$ cat config.mk
export PLATFORM = sky130hd
export DESIGN_NAME = bet_collector
export DESIGN_NICKNAME = d
export VERILOG_FILES = /design/src/rtl/bet_pkg.sv /design/src/rtl/bet_collector_chip_qualifier.sv /design/src/rtl/bet_collector.sv
export SDC_FILE = /design/constraint.sdc
export NUM_CORES = 1
export LEC_CHECK = 0
export ABC_CLOCK_PERIOD_IN_PS = 7800
export CELL_PAD_IN_SITES_DETAIL_PLACEMENT = 1
export CELL_PAD_IN_SITES_GLOBAL_PLACEMENT = 2
export CORE_MARGIN = 3
export CORE_UTILIZATION = 35
export DETAILED_ROUTE_END_ITERATION = 12
export PLACE_DENSITY_LB_ADDON = 0.1
export SYNTH_ARGS = -nofsm -noshare
export SYNTH_HDL_FRONTEND = slang
export SYNTH_SLANG_ARGS = --single-unit
$ cat constraint.sdc
create_clock -name clock -period 7.8 [get_ports clock]
set_input_delay 0.78 -clock clock [delete_from_list [all_inputs] [get_ports clock]]
set_output_delay 0.78 -clock clock [all_outputs]
set_load 0.005 [all_outputs]
$ cat src/rtl/bet_pkg.sv
`default_nettype none
// ============================================================================
// Module  : bet_pkg
// Brief   : Shared constants, bet field widths and FSM state type for the
//           bet collector and its chip qualifier.
// Revision: 1.0  initial release
// ============================================================================
package bet_pkg;

    localparam int COLOR_W = 2;
    localparam int OPC_W   = 6;
    localparam int BET_W   = COLOR_W + OPC_W;

    localparam logic [OPC_W-1:0] OP_SPIN = 6'b111110;
    localparam logic [OPC_W-1:0] OP_NONE = 6'b111111;

    typedef enum logic {
        COLLECT = 1'b0,
        SPIN    = 1'b1
    } state_e;

    // A stored bet is the chip colour field on top of the key opcode
    function automatic logic [BET_W-1:0] pack_bet(input logic [COLOR_W-1:0] color,
                                                  input logic [OPC_W-1:0]   opcode);
        return {color, opcode};
    endfunction

endpackage
`default_nettype wire

$ cat src/rtl/bet_collector_chip_qualifier.sv
`default_nettype none
// ============================================================================
// Module  : chip_qualifier
// Brief   : Synchronises the raw chip colour, waits for it to hold steady and
//           enforces one physical chip per accepted bet.
// Revision: 1.0  initial release
// ============================================================================
module chip_qualifier
    import bet_pkg::*;
#(
    parameter int STABLE_CYCLES = 1000
) (
    input  logic               clock,
    input  logic               reset,
    input  logic [2:0]         chip_color_i,
    input  logic               accept_i,
    output logic               chip_stable_o,
    output logic [COLOR_W-1:0] chip_color_sync_o,
    output logic               chip_ready_o
);

    localparam int                CNT_W   = $clog2(STABLE_CYCLES + 1);
    localparam logic [CNT_W-1:0]  CNT_MAX = CNT_W'(STABLE_CYCLES);

    logic [2:0]       sync1_q;
    logic [2:0]       sync2_q;
    logic [CNT_W-1:0] cnt_q;
    logic             armed_q;
    logic             w_no_chip;

    assign w_no_chip         = (sync2_q == 3'b000);
    assign chip_stable_o     = (cnt_q == CNT_MAX);
    // Only the low colour bits are stored in a bet
    assign chip_color_sync_o = sync2_q[COLOR_W-1:0];
    assign chip_ready_o      = chip_stable_o & ~w_no_chip & armed_q;

    // Two-flop synchroniser and saturating stability counter; the counter
    // restarts on the edge where the synchronised value is about to change
    always_ff @(posedge clock or posedge reset) begin
        if (reset) begin
            sync1_q <= 3'b000;
            sync2_q <= 3'b000;
            cnt_q   <= '0;
        end else begin
            sync1_q <= chip_color_i;
            sync2_q <= sync1_q;
            if (sync1_q != sync2_q) begin
                cnt_q <= '0;
            end else if (cnt_q != CNT_MAX) begin
                cnt_q <= cnt_q + 1'b1;
            end
        end
    end

    // Arm flag: consumed by an accepted bet, restored once the board is
    // seen empty and steady
    always_ff @(posedge clock or posedge reset) begin
        if (reset) begin
            armed_q <= 1'b1;
        end else if (accept_i) begin
            armed_q <= 1'b0;
        end else if (chip_stable_o && w_no_chip) begin
            armed_q <= 1'b1;
        end
    end

endmodule
`default_nettype wire

$ cat src/rtl/bet_collector.sv
`default_nettype none
// ============================================================================
// Module  : bet_collector
// Brief   : Qualifies keypresses against a freshly placed chip, stores up to
//           MAX_BETS packed bets, freezes the table during a spin and clears
//           it on spin completion.
// Revision: 1.0  initial release
// ============================================================================
module bet_collector
    import bet_pkg::*;
#(
    parameter int MAX_BETS      = 12,
    parameter int STABLE_CYCLES = 1000
) (
    input  logic                      clock,
    input  logic                      reset,
    input  logic                      key_valid,
    input  logic [5:0]                bet_opcode,
    input  logic [2:0]                chip_color,
    input  logic                      spin_done,
    output logic [8*MAX_BETS-1:0]     bets_flat,
    output logic [3:0]                bet_count,
    output logic                      spin_active,
    output logic                      bet_accept,
    output logic                      bet_reject,
    output logic                      chip_ready
);

    state_e           state_q;
    logic [BET_W-1:0] slot_q [MAX_BETS];
    logic [3:0]       count_q;
    logic             accept_q;
    logic             reject_q;
    logic             key_valid_q;

    logic               w_chip_stable;
    logic [COLOR_W-1:0] w_color;
    logic               w_key_evt;
    logic               w_collect_evt;
    logic               w_is_none;
    logic               w_is_spin;
    logic               w_full;
    logic               w_empty;
    logic               w_can_store;
    logic               w_accept;
    logic               w_reject;
    logic               w_go_spin;

    chip_qualifier #(
        .STABLE_CYCLES (STABLE_CYCLES)
    ) u_chip_qualifier (
        .clock             (clock),
        .reset             (reset),
        .chip_color_i      (chip_color),
        .accept_i          (w_accept),
        .chip_stable_o     (w_chip_stable),
        .chip_color_sync_o (w_color),
        .chip_ready_o      (chip_ready)
    );

    assign w_key_evt     = key_valid & ~key_valid_q;
    assign w_collect_evt = w_key_evt & (state_q == COLLECT);
    assign w_is_none     = (bet_opcode == OP_NONE);
    assign w_is_spin     = (bet_opcode == OP_SPIN);
    assign w_full        = (count_q == 4'(MAX_BETS));
    assign w_empty       = (count_q == 4'd0);
    assign w_can_store   = chip_ready & w_chip_stable & ~w_full;

    assign w_go_spin = w_collect_evt & w_is_spin & ~w_empty;
    assign w_accept  = w_collect_evt & ~w_is_none & ~w_is_spin & w_can_store;
    assign w_reject  = w_collect_evt & ~w_is_none &
                       (w_is_spin ? w_empty : ~w_can_store);

    assign spin_active = (state_q == SPIN);
    assign bet_count   = count_q;
    assign bet_accept  = accept_q;
    assign bet_reject  = reject_q;

    generate
        for (genvar gi = 0; gi < MAX_BETS; gi++) begin : g_flat
            assign bets_flat[8*gi +: 8] = slot_q[gi];
        end
    endgenerate

    // Previous key level for rising-edge detection
    always_ff @(posedge clock or posedge reset) begin
        if (reset) begin
            key_valid_q <= 1'b0;
        end else begin
            key_valid_q <= key_valid;
        end
    end

    // Collect/spin FSM with the slot table, count and result pulses
    always_ff @(posedge clock or posedge reset) begin
        if (reset) begin
            state_q  <= COLLECT;
            count_q  <= 4'd0;
            accept_q <= 1'b0;
            reject_q <= 1'b0;
            for (int i = 0; i < MAX_BETS; i++) begin
                slot_q[i] <= '0;
            end
        end else begin
            accept_q <= w_accept;
            reject_q <= w_reject;
            case (state_q)
                COLLECT: begin
                    if (w_go_spin) begin
                        state_q <= SPIN;
                    end else if (w_accept) begin
                        for (int i = 0; i < MAX_BETS; i++) begin
                            if (count_q == 4'(i)) begin
                                slot_q[i] <= pack_bet(w_color, bet_opcode);
                            end
                        end
                        count_q <= count_q + 1'b1;
                    end
                end
                SPIN: begin
                    // Keys are dropped here, including one coincident with spin_done
                    if (spin_done) begin
                        state_q <= COLLECT;
                        count_q <= 4'd0;
                        for (int i = 0; i < MAX_BETS; i++) begin
                            slot_q[i] <= '0;
                        end
                    end
                end
                default: state_q <= COLLECT;
            endcase
        end
    end

endmodule
`default_nettype wire

==> reports/qor.txt <==
status -> complete, no violations
skew final -> 0.007727 ns
post-CTS setup buffer count -> 0
crit path kind -> in -> reg
num rows -> 46
crit-path cells -> clkdlybuf4s50_1 -> and4_1 -> a41oi_1 -> inv_2 -> buf_4 -> a221o_1
Non-Filler Instances -> 888
CTS H-tree lvls -> 4
Vias -> 4839
first-pass GRT wire length -> 28700 um
pin count of the biggest net entering global routing -> 80
gr usage total -> 0.2073
fraction of registers with async set/reset -> 1.000
Antenna Nets Post-Route -> 0
Slowest cell on crit path -> a41oi_1
Top delay family on crit path -> buffers and inverters
sequential-to-total area share from yosys stat -> 0.5283
RSZ-0062 raised after global routing -> no
mapped cell area -> 5734 um2
IO Count -> 117
routed wire length -> 18120 um
critical path's largest stage delay -> 0.87 ns
EDFF count, synth -> 0
GR Overflow Total -> 0
DP HPWL -> 12270 um
TritonCTS Sinks -> 121
Final Hold Viols -> 0
Post-CTS Hold Buffers -> 0
Unique masters post-synth -> 48
CTS max path bufs -> 2
Cells after DPL -> 857
CTS tree -> done
Reg clk slew, reported paths -> 0.05 ns
placed inst area -> 7004 um2
Chip Width -> 134 um
share of the synthesized area in the top cell type -> 0.5237
leakage -> 3.138 nW
post-CTS resize count -> 0
area delta synth->final -> 33.14%
Root Buffer Master -> clkbuf_16
Critical Path Source Type -> input pin
Worst VDD drop -> 203.1 uV
ANT cells -> 0
Die Footprint -> 17960 um2
critical path fanouts, max -> 41
syn_nets -> 579
WL per Instance -> 20.40 um
design area -> 7635 um2
cells after synthesis -> 560
TritonRoute pass-1 iters -> 4
top_reg_cell synth -> dfrtp_1
GPL Wtd Cong -> 0.9164
Synth Register Bits -> 121
Mean Syn Cell Area -> 10.24 um2
largest area contributor in the netlist -> dfrtp_1
Power Density -> 199.9 nW/um2
Slew Viols, Final -> 0
CP Buf/Inv Count -> 3
period utilization -> 0.4702
nets@finish -> 679
slew at the pin with the worst max-slew slack -> 1.082 ns
initial antenna violation count -> 0
total power -> 1.527 mW
Starting Density -> 0.3597
number of CTS-inserted buffers -> 17
worst hold path type -> reg -> reg
CP Capture Type -> flop
Final TNS setup -> 0 ns
ranking of synthesized cells by area -> dfrtp_1, nand2_1, nand3b_1, o211ai_1, nand3_1
Synth Warn # -> 0
vias in the first global route -> 4988
Die H -> 134 um
Critical Path RT -> 8.09 ns
Detailed Route Iter0 Violations -> 211
Skew-Pair Late Insertion Delay -> 0.42 ns
Layout fillers -> 1784
fmax -> 272.7 MHz
IO Port Bufs -> 116
Core ar. -> 15940 um2
Crit path arrival time -> 3.96 ns
vias per inst -> 5.449
Final min period -> 3.667 ns
MaxCap Viol Count -> 0
share of cells above drive strength 1 -> 0.09375
Slew Limit Headroom -> 0.2689
Hold WS -> 0.3930 ns
final setup vio count -> 0
DRC violations left -> 0
## Yosys cell counts (all sizes together), types with 2 or more instances
cell type	count
dfrtp	120
nand2	109
nand3b	42
nand3	41
o211ai	41
buf	22
o21ai	22
clkbuf	19
or3b	15
nor2	14
nor3b	12
a221o	11
o2bb2ai	10
inv	8
nor4	8
and3	7
xnor2	7
a22o	6
ha	6
nor2b	6
or4	5
a21oi	4
nor3	3
xor2	3
a21o	2
a31oi	2
a41oi	2
and4	2
nand2b	2
nand4	2
or3	2
## cells in the final DEF (no fill, tap or decap), types with 3 or more instances in the layout
| cell | count |
|---|---|
| a21oi_1 | 4 |
| o21ai_1 | 3 |
| nor4_2 | 4 |
| clkdlybuf4s50_1 | 116 |
| nand3b_1 | 42 |
| nand3_1 | 41 |
| a22o_1 | 6 |
| clkbuf_1 | 3 |
| nor2b_1 | 6 |
| o2bb2ai_1 | 10 |
| and3_1 | 7 |
| o211ai_1 | 41 |
| inv_1 | 6 |
| dfrtp_1 | 119 |
| o21ai_0 | 18 |
| nor2_1 | 14 |
| buf_4 | 6 |
| ha_1 | 6 |
| clkbuf_8 | 4 |
| a221o_1 | 11 |
| nand2_1 | 108 |
| or4_1 | 5 |
| bufinv_16 | 4 |
| nor3b_1 | 11 |
| or3b_2 | 12 |
| or3b_1 | 3 |
| clkbuf_16 | 17 |
| xor2_1 | 3 |
| xnor2_1 | 7 |
## worst reg2reg max path, stage by stage, from the launching register on
cell and delay (ns):
dfrtp_1 0.48, nor2_1 0.40, nand2_1 0.24, a41oi_1 0.95, inv_2 0.51, buf_4 0.44, a221o_1 0.40
## layer usage
metal / vias up / track usage / wire length [um]
li1: 2215 / - / -
met1: 2478 / 0.2737 / 8119
met2: 113 / 0.3304 / 8773
met3: 33 / 0.04164 / 664
met4: 0 / 0.09371 / 560
met5: - / 0 / 0
## final timing paths
check	cells past startpoint	startpoint	endpoint	slack, ns
worst max-delay path	6	bet_opcode[3]	bets_flat[32]	4.13
min in group asynchronous	2	reset	bets_flat[70]	0.87
worst min register to register	0	u_chip_qualifier.sync1_q[1]	u_chip_qualifier.sync2_q[1]	0.39
worst min-delay path	0	u_chip_qualifier.sync1_q[1]	u_chip_qualifier.sync2_q[1]	0.39
max in group asynchronous	3	reset	key_valid_q	5.66
worst max register to register	6	bet_count[3]	bets_flat[32]	4.26
## kinds of logic (layout without fill, tap and decap cells)
kind of cell	Yosys count	in the layout	share of synthesized area
buffers and inverters	49	161	0.04189
muxes	2	2	0.003709
and+or+nand+nor	271	271	0.2675
xor gates and xnor gates	10	10	0.01527
DFF	121	121	0.5283
AOI/OAI and AO/OA	101	101	0.1303
adders and majority gates	6	6	0.01309
## final cells by class
cell class              count  area [um2]  area share
flip-flops and latches    121        3030      0.3969
multi-input cells         390        2465      0.3228
repair buffers            122        1206      0.1580
clock buffers              24       491.7     0.06441
well taps                 216       270.3     0.03540
clock inverters             7       138.9     0.01819
inverters                   8       32.53    0.004261
## registers in the layout, indices dropped and copies added, names as in the netlist, 3 cells and up
| signal | count |
|---|---|
| u_chip_qualifier.sync1_q | 3 |
| u_chip_qualifier.cnt_q | 10 |
| bet_count | 4 |
| u_chip_qualifier.sync2_q | 3 |
| bets_flat | 96 |
## stage by stage
stage / utilization / setup slack, ns
CTS: 0.4789 / 4.197
floorplan: - / 3.807
finish: 0.4789 / 4.133
detailed placement: 0.4393 / 3.751
global route: 0.4789 / 3.943
global placement: 0.4393 / 3.902
## report_power, final
group	internal [mW]	leakage, nW	switching, mW	total, mW
combinational	0.0105	1.16	0.0330	0.0436
clock	0.567	0.310	0.282	0.848
sequential	0.631	1.67	0.00375	0.635
total	1.21	3.14	0.318	1.53
No activity file was read; power rests on OpenSTA's default activity.
